**src/rtl/reg_reader.sv**
```systemverilog
`default_nettype none
// +--------------------------------------------------------------------------+
// | reg_reader: reads len+1 registers from base 8 (up/down) and sums them.   |
// | Rev 1.0                                                                  |
// +--------------------------------------------------------------------------+
module reg_reader (
  input  logic        clock,
  input  logic        reset,
  input  logic        go,
  input  logic        direction,
  input  logic [2:0]  len,
  input  logic [31:0] data,
  output logic [4:0]  regnum,
  output logic        rd_en,
  output logic [31:0] sum,
  output logic        done
);

  typedef enum logic [1:0] {
    IDLE = 2'd0,
    ARM  = 2'd1,
    READ = 2'd2,
    DONE = 2'd3
  } state_t;

  localparam logic [4:0] BASE_REG = 5'd8;

  state_t     state;
  logic [2:0] idx;
  logic [2:0] len_q;
  logic       dir_q;
  logic [2:0] idx_next;
  logic [4:0] next_reg;

  // Outputs are registered, so the register for the following READ cycle is
  // computed one step ahead from the incremented index.
  assign idx_next = idx + 3'd1;
  assign next_reg = dir_q ? (BASE_REG + {2'b00, idx_next})
                          : (BASE_REG - {2'b00, idx_next});

  always_ff @(posedge clock) begin
    if (!reset) begin
      state  <= IDLE;
      idx    <= 3'd0;
      len_q  <= 3'd0;
      dir_q  <= 1'b0;
      regnum <= 5'd0;
      rd_en  <= 1'b0;
      sum    <= 32'd0;
      done   <= 1'b0;
    end else begin
      case (state)
        IDLE: begin
          if (go) begin
            state  <= ARM;
            regnum <= BASE_REG;
            sum    <= 32'd0;
          end
        end
        ARM: begin
          if (!go) begin
            state  <= READ;
            dir_q  <= direction;
            len_q  <= len;
            idx    <= 3'd0;
            regnum <= BASE_REG;
            rd_en  <= 1'b1;
          end
        end
        READ: begin
          sum <= sum + data;
          if (idx == len_q) begin
            state  <= DONE;
            regnum <= 5'd0;
            rd_en  <= 1'b0;
            done   <= 1'b1;
          end else begin
            idx    <= idx_next;
            regnum <= next_reg;
          end
        end
        DONE: begin
          if (go) begin
            state  <= ARM;
            regnum <= BASE_REG;
            sum    <= 32'd0;
            done   <= 1'b0;
          end
        end
        default: state <= IDLE;
      endcase
    end
  end

endmodule
`default_nettype wire

```
**config.mk**
```make
export PLATFORM = sky130hd
export DESIGN_NAME = reg_reader
export DESIGN_NICKNAME = d
export VERILOG_FILES = /design/src/rtl/reg_reader.sv
export SDC_FILE = /design/constraint.sdc
export NUM_CORES = 1
export LEC_CHECK = 0
export BUFFER_PORTS_ARGS = -buffer_cell sky130_fd_sc_hd__buf_2
export CORE_UTILIZATION = 45
export DETAILED_ROUTE_END_ITERATION = 7
export GPL_TIMING_DRIVEN = 0
export PLACE_DENSITY = 0.68
export SYNTH_ARGS = -nofsm -noshare
export SYNTH_HDL_FRONTEND = slang
export SYNTH_SLANG_ARGS = --single-unit
```
**constraint.sdc**
```tcl
create_clock -name clock -period 4 [get_ports clock]
set_input_delay 1 -clock clock [delete_from_list [all_inputs] [get_ports clock]]
set_output_delay 1 -clock clock [all_outputs]
set_load 0.005 [all_outputs]
```
==> metrics.txt <==
Longest Clk Path Bufs 2; Core ar. 7370 sq um; Vias 3,313; Vert. Die Dim 90.05 microns; Fin. Hold Viols 0; post-route cell area 4103 sq um; Largest stage delay, worst path 0.41 ns; Clk Tree Root Cell clkbuf_8; vias in the first global route 3,102; drt drc 0; clk_skew 0.01864 ns; clk slew on worst S/H paths 0.10 ns; nets 600; max_slew headroom 0.5574; placed instance area 3988 sq um; fin cells 624; most common cell after layout, fill and taps aside buf_2; Initial Util 0.4733; clk sinks 47; post-synth top area cell dfxtp_1; Worst Hold Class reg -> reg; antenna-violating nets left 0; largest net degree at the start of global routing 17; Post-CTS Repair Setup Buffers 0; fin crit share 0.8120; final setup vio count 0; Unique masters post-synth 53; worst-path maximum fanout 4; PostCTS Resize Cnt 0; Critical Path, Cell by Cell buf_2 -> ha_1 -> inv_1 -> fa_1 -> inv_1 -> a21o_1 -> a221o_2 -> a211oi_2 -> o31ai_1 -> a21oi_4 -> a21boi_2 -> a221oi_2 -> o41ai_2; synth top area cells dfxtp_1 (27%), ha_1 (13%), a21oi_1 (6.0%); delay-heaviest family, CP compound AO/OA/AOI/OAI gates; most frequent cells in the layout buf_2 (76), nand2_1 (52), dfxtp_1 (47), a21oi_1 (42), ha_1 (36); sequential share of the synthesized area 0.2697; CP max-delay cell a221o_2; Post-synth EDFFs 0; Ports 78; drt pass-1 iters 4; post-synth top area share 0.2697; Lkg Pwr 1.936 nW; cts hold-fix bufs 0; Synth Cell Area 3488 sq um; initial antenna violation count 0; final count of pins violating max slew 0; Worst-Skew Late Latency 0.32 ns; Crit path top cell by count inv_1; setup TNS 0 ns; Crit Path Class in -> reg; WL/cell 13.22 microns; Crit. End Element flop; ys async rst share 0; Filler cells 762; worst-margin pin slew 0.6583 ns; final core utilization 0.5567; TritonCTS clock tree done; die area 8108 sq um; max cap viols 0; startpoint types input port; Pwr Density 451.8 nW/um^2; r2r setup slk 1.11 ns; data required time at the worst endpoint 4.20 ns; port bufs 75; RSZ-0062 raised after global routing no; global route overflow 0; Vias/cell 5.309; die width 90.05 microns; Synth Instances 442; first-pass GRT wire length 13.76 mm; GRT Overall Usage 0.2031; # diodes 0; outcome complete, no violations; crit path from data[0]; Worst Hold Launch regnum[2]; synthesized area per cell 7.892 sq um; CP Data Arrival Time 3.45 ns; placed insts 616; f_max 307.9 MHz; post-DP HPWL 6.478 mm; cts bufs inserted 5; Synth Warn # 0; Post-synth top flop dfxtp_1; initial drt markers 94; min Tclk post-route 3.248 ns; fraction of final layout cells with drive strength greater than 1 0.1924; Core Rows 31; WL final 8.248 mm; flops & latches, synth 47; H-tree Lvls 2; Buf/Inv on CP 3; GPL Wtd Cong 0.8230; area delta synth->final 17.61%; VDD IR-drop max 318.8 uV; worst reg2reg path startpoint state[0]; syn nets 518
synth_stat cells, drive strengths merged, types with 4 or more instances:
| library cell | instances |
|---|---|
| a211oi | 7 |
| a21o | 11 |
| a21oi | 46 |
| a22oi | 14 |
| clkbuf | 17 |
| dfxtp | 47 |
| ha | 36 |
| inv | 16 |
| mux2i | 5 |
| nand2 | 53 |
| nand3 | 16 |
| nand4 | 7 |
| nor2 | 35 |
| nor2b | 13 |
| nor3 | 7 |
| o211ai | 5 |
| o21a | 6 |
| o21ai | 29 |
| o21bai | 4 |
| o31ai | 5 |
| xnor2 | 23 |
| xor2 | 10 |
flip-flops by register name, summed over array words and instances (netlist names):
signal,cells
state,2
sum,32
dir_q,1
rd_en,1
regnum,4
idx,3
len_q,3
done,1
metrics by stage:
stage	setup slack [ns]	hold slack [ns]	total power, mW
3_3_place_gp	0.4740	0.4437	1.476
3_5_place_dp	0.4415	0.4508	1.495
2_1_floorplan	0.8095	0.4459	1.258
5_1_grt	0.6374	0.4813	2.003
4_1_cts	0.7574	0.4651	1.869
6_report	0.7521	0.4597	1.853
layer usage:
layer  GRT usage  routed length, microns
met5           0                       0
met4     0.06586                     113
met3     0.03892                     389
met2      0.3569                    3829
met1      0.2477                    3915
cells by family (layout without fill, tap and decap cells):
| group | count (synthesis) | in the layout | synth area share |
|---|---|---|---|
| AO/OA/AOI/OAI | 135 | 135 | 0.2554 |
| XOR/XNOR | 33 | 33 | 0.08285 |
| adder cells (fa/ha/maj) | 37 | 37 | 0.1349 |
| buffers and inverters | 35 | 118 | 0.03945 |
| flip-flops | 47 | 47 | 0.2697 |
| multiplexers | 6 | 6 | 0.01758 |
| other | 1 | 1 | 0.001075 |
| AND/OR/NAND/NOR | 148 | 148 | 0.1991 |
power by group:
part	leakage (nW)	internal [mW]	switching, mW
combinational	1.50	0.357	0.510
clock	0.0548	0.189	0.179
sequential	0.381	0.553	0.0667
layout make-up:
cell class                 instances  area [sq um]  share of cell area
sequential                        47         940.9              0.2293
multi-input combinational        360          2410              0.5874
clock buffer                       5         68.82             0.01677
clock inverter                     3         46.29             0.01128
inverter                          16         60.06             0.01464
buffer                            19         77.57             0.01891
timing repair buffer              75         375.4             0.09149
tap                               99         123.9             0.03019
final timing paths:
path,cells after the start,to
min,2,regnum[2]
max,13,sum[30]
max reg2reg,11,sum[28]
min reg2reg,2,regnum[2]
worst min-delay path: cells and delay by family (launching register included):
family           cells  cell delay (ns)
flip-flops           1             0.32
AND/OR/NAND/NOR      1             0.05
AO/OA/AOI/OAI        1             0.05
Power figures use the tool's default switching activity.
